==> config.mk <==
export PLATFORM = sky130hd
export DESIGN_NAME = pc_sequencer
export DESIGN_NICKNAME = d
export VERILOG_FILES = /design/src/rtl/pc_sequencer.sv
export SDC_FILE = /design/constraint.sdc
export NUM_CORES = 1
export LEC_CHECK = 0
export CORE_ASPECT_RATIO = 0.6
export CORE_MARGIN = 5
export CORE_UTILIZATION = 61
export CTS_CLUSTER_SIZE = 10
export DETAILED_ROUTE_END_ITERATION = 12
export DONT_BUFFER_PORTS = 1
export PLACE_DENSITY = 0.87
export SLEW_MARGIN = 20
export SYNTH_ARGS = -nofsm -noshare
export SYNTH_HDL_FRONTEND = slang
export SYNTH_SLANG_ARGS = --single-unit
==> constraint.sdc <==
create_clock -name clk -period 7.94 [get_ports clk]
set_clock_uncertainty 0.05 [all_clocks]
set_input_delay 1.588 -clock clk [delete_from_list [all_inputs] [get_ports clk]]
set_output_delay 1.588 -clock clk [all_outputs]
set_load 0.02 [all_outputs]
==> src/rtl/pc_sequencer.sv <==
// pc_sequencer: program counter with sequential / branch / jump / return
// next-address selection, a circular hardware return-address stack and a
// clock-enable stall.
// Optional feature macro: PC_ALIGN_CHECK_EN (misaligned targets hold the PC
// and set the sticky align_err flag; undefined = no check, align_err = 0).
module pc_sequencer #(
    parameter int               WIDTH     = 32,
    parameter int               DEPTH     = 4,
    parameter int               STEP      = 4,
    parameter logic [WIDTH-1:0] RESET_VEC = '0
) (
    input  logic                       clk,
    input  logic                       reset,
    input  logic                       ce,
    input  logic [1:0]                 sel,
    input  logic [WIDTH-1:0]           branch_off,
    input  logic [WIDTH-1:0]           jump_addr,
    input  logic                       ras_push,
    output logic [WIDTH-1:0]           pc,
    output logic [WIDTH-1:0]           pc_seq,
    output logic [WIDTH-1:0]           ras_top,
    output logic [$clog2(DEPTH+1)-1:0] ras_count,
    output logic                       ras_ovf,
    output logic                       ras_udf,
    output logic                       align_err
);

    localparam int              CW       = $clog2(DEPTH + 1);
    localparam int              PW       = (DEPTH > 1) ? $clog2(DEPTH) : 1;
    localparam logic [PW-1:0]   PTR_MAX  = PW'(DEPTH - 1);
    localparam logic [CW-1:0]   CNT_FULL = CW'(DEPTH);

    // Architectural state. sp_q points at the next free slot; the top entry
    // sits one below it (mod DEPTH). When full, sp_q points at the oldest
    // entry, so a push naturally overwrites it.
    logic [WIDTH-1:0] pc_q, pc_d;
    logic [PW-1:0]    sp_q, sp_d;
    logic [CW-1:0]    cnt_q, cnt_d;
    logic             ovf_q, ovf_d;
    logic             udf_q, udf_d;
`ifdef PC_ALIGN_CHECK_EN
    logic             align_q, align_d;
`endif

    // Stack storage has no reset: entries beyond ras_count are don't-care.
    logic [WIDTH-1:0] ras_mem [DEPTH];

    logic [WIDTH-1:0] seq_addr;
    logic [WIDTH-1:0] top_val;
    logic [WIDTH-1:0] target;
    logic [PW-1:0]    top_idx;
    logic [PW-1:0]    sp_inc;
    logic [PW-1:0]    wr_idx;
    logic             wr_en;
    logic             ras_empty;
    logic             do_pop;

    assign seq_addr  = pc_q + WIDTH'(STEP);
    assign ras_empty = (cnt_q == '0);
    assign top_idx   = (sp_q == '0) ? PTR_MAX : sp_q - 1'b1;
    assign sp_inc    = (sp_q == PTR_MAX) ? '0 : sp_q + 1'b1;
    assign top_val   = ras_empty ? '0 : ras_mem[top_idx];

    // Next-state: target selection, RAS push/pop bookkeeping, sticky flags.
    always_comb begin
        pc_d    = pc_q;
        sp_d    = sp_q;
        cnt_d   = cnt_q;
        ovf_d   = ovf_q;
        udf_d   = udf_q;
`ifdef PC_ALIGN_CHECK_EN
        align_d = align_q;
`endif
        target  = seq_addr;
        wr_en   = 1'b0;
        wr_idx  = sp_q;
        do_pop  = 1'b0;
        if (ce) begin
            case (sel)
                2'b00: target = seq_addr;
                2'b01: target = seq_addr + branch_off;
                2'b10: target = jump_addr;
                default: begin
                    if (!ras_empty) begin
                        target = top_val;
                        do_pop = 1'b1;
                    end else begin
                        target = seq_addr;
                        udf_d  = 1'b1;
                    end
                end
            endcase

`ifdef PC_ALIGN_CHECK_EN
            // A misaligned target is refused; the RAS still updates.
            if (target[1:0] != 2'b00) begin
                align_d = 1'b1;
            end else begin
                pc_d = target;
            end
`else
            pc_d = target;
`endif

            if (ras_push) begin
                wr_en = 1'b1;
                if (do_pop) begin
                    // Pop and push together: replace the top slot in place.
                    wr_idx = top_idx;
                end else begin
                    wr_idx = sp_q;
                    sp_d   = sp_inc;
                    if (cnt_q == CNT_FULL) begin
                        ovf_d = 1'b1;
                    end else begin
                        cnt_d = cnt_q + 1'b1;
                    end
                end
            end else if (do_pop) begin
                sp_d  = top_idx;
                cnt_d = cnt_q - 1'b1;
            end
        end
    end

    // State register with asynchronous active-high reset.
    always_ff @(posedge clk or posedge reset) begin
        if (reset) begin
            pc_q    <= RESET_VEC;
            sp_q    <= '0;
            cnt_q   <= '0;
            ovf_q   <= 1'b0;
            udf_q   <= 1'b0;
`ifdef PC_ALIGN_CHECK_EN
            align_q <= 1'b0;
`endif
        end else begin
            pc_q    <= pc_d;
            sp_q    <= sp_d;
            cnt_q   <= cnt_d;
            ovf_q   <= ovf_d;
            udf_q   <= udf_d;
`ifdef PC_ALIGN_CHECK_EN
            align_q <= align_d;
`endif
        end
    end

    // Link-address write into the stack storage (pre-update PC + STEP).
    always_ff @(posedge clk) begin
        if (wr_en) begin
            ras_mem[wr_idx] <= seq_addr;
        end
    end

    assign pc        = pc_q;
    assign pc_seq    = seq_addr;
    assign ras_top   = top_val;
    assign ras_count = cnt_q;
    assign ras_ovf   = ovf_q;
    assign ras_udf   = udf_q;
`ifdef PC_ALIGN_CHECK_EN
    assign align_err = align_q;
`else
    assign align_err = 1'b0;
`endif

endmodule

* Yosys cells after proc, flatten, opt, wreduce, memory -nomap -nowiden
Memories as Yosys holds them, arrays and structs flattened.
Cells that the tools add are included.
** Cells by class
- $add $sub $neg :: 6
- Equality and inequality tests :: 6
- Muxes and demuxes :: 21
- Bitwise logic cells :: 2
- Reduce and logical (&&, ||, !) cells :: 9
** Operator list (count)
- 32-bit case mux with 3 select lines :: 1
- 32-bit 2-to-1 mux :: 2
- 32-bit by 3-bit adder with 32-bit output (second input constant) :: 1
- 32-bit adder :: 1
- 2-bit 2-to-1 mux :: 7
- 3-bit 2-to-1 mux :: 4
- 4-bit AND reduction :: 2
- 1-bit 2-to-1 mux :: 7
- 2-bit equality test (second input constant) :: 2
- 2-bit zero test :: 2
- 2-bit inequality test (second input constant) :: 2
- 3-bit by 1-bit adder with 3-bit output (second input constant) :: 1
- 3-bit equality test (second input constant) :: 1
- 3-bit zero test :: 1
- 3-bit AND reduction :: 1
- 3-bit OR reduction :: 1
- 3-bit by 1-bit subtractor with 3-bit output (second input constant) :: 1
- 2-bit by 1-bit adder with 2-bit output (second input constant) :: 1
- 2-bit by 1-bit equality test with 1-bit output (second input constant) :: 1
- 1-bit NOT :: 2
- 2-bit AND reduction :: 1
- 2-bit nonzero test :: 1
- 2-bit by 1-bit subtractor with 2-bit output (second input constant) :: 1
** Storage, ports and cells
- Flip-flop bits (word level) :: 39
- Memory bits (writable) :: 128
- Bits of input ports :: 70
- Output and inout port bits :: 102
- Logic and storage cells :: 50
- Memories kept :: 1
** Memory list
- ras_mem :: words 4, width 32, rd ports 1, clocked after memory_dff 0, wr ports 1, RTL line 46 : logic [WIDTH-1:0] ras_mem [DEPTH];

* Depth between registers and ports, before layout
- Word-level depth :: 7
- Depth in mapped cells :: 17
- Mapped depth without buffers :: 15

* Worst setup path after synthesis
OpenSTA, ideal clock, no wires.
- Kind :: in2reg
- Start point :: in ce
- End point :: mem ras_mem[0][0], enable pin
- Library setup time :: 0.421 ns
- Data arrival time :: 4.048 ns
- Required time :: 7.469 ns
- Setup slack :: 3.421 ns
- Cell stages on the path :: 5
- Buffers on the path :: 2
- Cell sequence :: clkbuf_1 > clkinv_1 > clkbuf_1 > or3_1 > nor2_1
** Between the ends
- Word-level cells in the longest chain between the ends :: 3
- Elaborated cells between the ends (all ways) :: 4
- Classes of those cells :: mux: 4
** RTL lines
- start, declared :: RTL line 14 : input logic ce,
- 1-bit 2-to-1 mux :: RTL line 78 : if (ce) begin
- 1-bit 2-to-1 mux :: RTL line 151 : if (wr_en) begin
- 1-bit 2-to-1 mux (implied by the code) :: RTL line 152 : ras_mem[wr_idx] <= seq_addr;
- end, declared :: RTL line 46
Parallel ways exist; a longest one is shown, timed or not.

* Worst setup path after layout
- Start point :: reg pc_q[2] (netlist: pc[2])
- End point :: out pc_seq[30]
** Between the ends
- Word-level cells in the longest chain between the ends :: 1
** RTL lines
- start, declared :: RTL line 36 : logic [WIDTH-1:0] pc_q, pc_d;
- start signal, assigned :: RTL line 138 : pc_q <= pc_d;
- 32-bit by 3-bit adder with 32-bit output :: RTL line 58 : assign seq_addr = pc_q + WIDTH'(STEP);
- end, declared :: RTL line 20 : output logic [WIDTH-1:0] pc_seq,
Every way passes these cells.

==> impl_metrics.ini <==
[status]
outcome = finished clean

[clock_network]
cts_resized = 0
cts_sinks = 167
clk_pin_slew_ns = 0.07
cts_hold_buf = 0
tritoncts = yes
clockBufferDepth = 2
clkLatencyLatePin_ns = 0.44
numCtsBuffers = 17
cts_setup_buffers = 0
cts_max_level = 4
ctsRootBufferMaster = clkbuf_16

[cells_and_area]
multiInputGateArea_um2 = 4390
syn_to_final_growth_pct = 9.08
utilization_pct = 67.5
fin_area_um2 = 10300
ff_latch_area_um2 = 4820
drive_gt1_share_pct = 12.7
nNetsFinal = 922
fillers = 1071

[place]
pre_cts_ws_ns = 2.87
gpl.final_weighted_congestion = 0.936
hpwl_um = 19300
dpl_cell_area_um2 = 9690
port_buffers = 0

[detailed_routing]
drt_iter0_drc = 1134
drc = 0
drtAntennaViolNets = 0
drtPass1Iterations = 6
drt-total-wl_um = 28000
routed_via_density = 7.05
wl_per_cell_um = 27.2
via_count = 7252

[setup_path]
worstPathCellList = ha_1 > nand4_1 > nor4_1 > and3_1 > xor2_1
max_stage_delay_ns = 1.06
r2r_start = pc[8]$_DFFE_PP0P_
reg2regPathDepth = 14
r2r_slack_ns = 2.68
arrival_ns = 3.86
crit_type = reg2out
slowest_stage = nor4_1
reg2reg_to = pc[28]$_DFFE_PP0P_
crit_fanout = 7
critPathLaunchType = register
required_ns = 6.30
worstSetupEndpointType = output pin

[logic_synthesis]
postSynthCellCount = 811
synth_edf_count = 128
synth_cell_types = 64
ys_seq_elements = 167
yosysWarnings = 0
ys.flop_type = edfxtp_1
yosys.cell_count.top_type = edfxtp_1
synthArstFlopShare_pct = 23.4
synthTopCellsByCount = edfxtp_1, nor2_1, nand2_1
ys_seq_area_share_pct = 51.1
avgSynthCellArea_um2 = 11.6
yosysTopAreaCell = edfxtp_1
synth_top_cell_area_share_pct = 40.7
synth_nets = 921
syn_area_um2 = 9440
synth_area_leaders = edfxtp_1, dfrtp_1, mux4_2

[pwr]
peakVddDrop_uv = 313
power.density_nw_per_um2 = 450
p_leak_nw = 3.79
total_power_mw = 4.64

[global_routing]
antenna_found_initial = 0
grt_pass1_wl_um = 42700
grtUsageTotal_pct = 31.1
grt_max_degree = 47
gr-total-overflow = 0
grt_pass1_vias = 7018

[flow_run]
drv_cap = 0

[timing]
slew_headroom_pct = 21.5
totalNegativeSetupSlack_ns = 0
worst_slew_pin_slew_ns = 1.17
hold_violations = 0
clock.fmax_ghz = 0.182
fin_crit_sh_pct = 69.3
drv_slew = 0
setup_viol = 0
worst_slack_ns = 2.44
rsz0062_at_grt = false
fin_crit_ns = 5.50

[min_path]
worstHoldStart = sp_q[0]$_DFFE_PP0P_
holdPathEnd = sp_q[0]$_DFFE_PP0P_
holdPathStages = 1
hp-class = reg2reg

[die]
initial_core_util_pct = 61.9
io_pins = 172
die_area_um2 = 18100
std_cell_rows = 35
core_um2 = 15200
die_w_um = 171
chipHeight_um = 106
==> stage by stage <==
step                instances  hold WS [ns]
global route             1028         0.569
detailed placement        996         0.505
finish                   1029         0.533
global placement          996         0.500
CTS                      1028         0.518
floorplan                 811         0.456
==> power breakdown <==
part / internal (mW) / switching (mW)
Clock: 0.430 / 0.401
Sequential: 1.20 / 0.281
Combinational: 0.826 / 1.50
==> cell usage in the layout, fill, tap and decap left out, types with 9 or more instances in the layout <==
cell type	n
edfxtp_1	128
and3_1	11
and2_1	33
mux4_2	32
a221o_1	13
a21o_1	19
dfrtp_1	39
xor2_1	20
o211ai_1	9
buf_4	22
nand2_1	65
o21ai_0	31
a21oi_1	60
ha_1	38
xnor2_1	36
nor3_1	12
inv_1	17
a221oi_1	13
a211oi_1	10
clkbuf_16	17
nand3_1	16
nor2_1	63
==> flip-flops by register name, indices dropped and copies added (netlist names) <==
| name | count |
|---|---|
| ras_udf | 1 |
| ras_mem | 128 |
| sp_q | 2 |
| pc | 32 |
| ras_ovf | 1 |
| ras_count | 3 |
==> worst max-delay path, delay by kind of cell, from the launching register on <==
kind / cells / cell delay, ns
adder cells (fa/ha/maj): 1 / 0.28
AND/OR/NAND/NOR: 3 / 1.83
flip-flops: 1 / 0.56
XOR/XNOR: 1 / 0.75
==> logic make-up (layout without fill, tap and decap cells) <==
logic type      count (synthesis)  after routing  synth area share [%]
buf+inv                        59             73                  2.78
flops                         167            167                  51.1
compound gates                200            200                  14.2
other cells                     1              2                0.0397
fa+ha+maj                      40             40                  5.46
mux                            41             41                  8.64
xor+xnor                       57             57                  5.29
simple gates                  246            246                  12.5
==> cell type report <==
class,instances,area share (%)
diodes,1,0.0243
clock buffers,18,4.27
clock inverters,14,1.46
inverters,19,0.693
multi-input cells,585,42.7
flip-flops and latches,167,46.8
well taps,203,2.47
repair buffers,22,1.60
==> layer usage <==
layer  GRT usage, %  share of wire, %  vias to the layer above
met4           7.46               1.7                        0
met3           14.0                16                       51
li1               -                 -                     3082
met5              0                 0                        -
met1           44.2                40                     3549
met2           43.9                42                      570
==> worst max-delay path by stage <==
stage | start | to | slack [ns] | cells past startpoint
3_5_place_dp | pc[2]$_DFFE_PP0P_ | pc[29]$_DFFE_PP0P_ | 2.87 | 14
3_3_place_gp | pc[8]$_DFFE_PP0P_ | pc[28]$_DFFE_PP0P_ | 3.01 | 14
2_1_floorplan | ce | ras_mem[0][0]$_DFFE_PP_ | 3.42 | 5
4_1_cts | pc[2]$_DFFE_PP0P_ | pc_seq[30] | 2.54 | 5
6_report | pc[2]$_DFFE_PP0P_ | pc_seq[30] | 2.44 | 5
5_1_grt | pc[2]$_DFFE_PP0P_ | pc_seq[30] | 2.30 | 5
(Power assumes the default switching activity.)
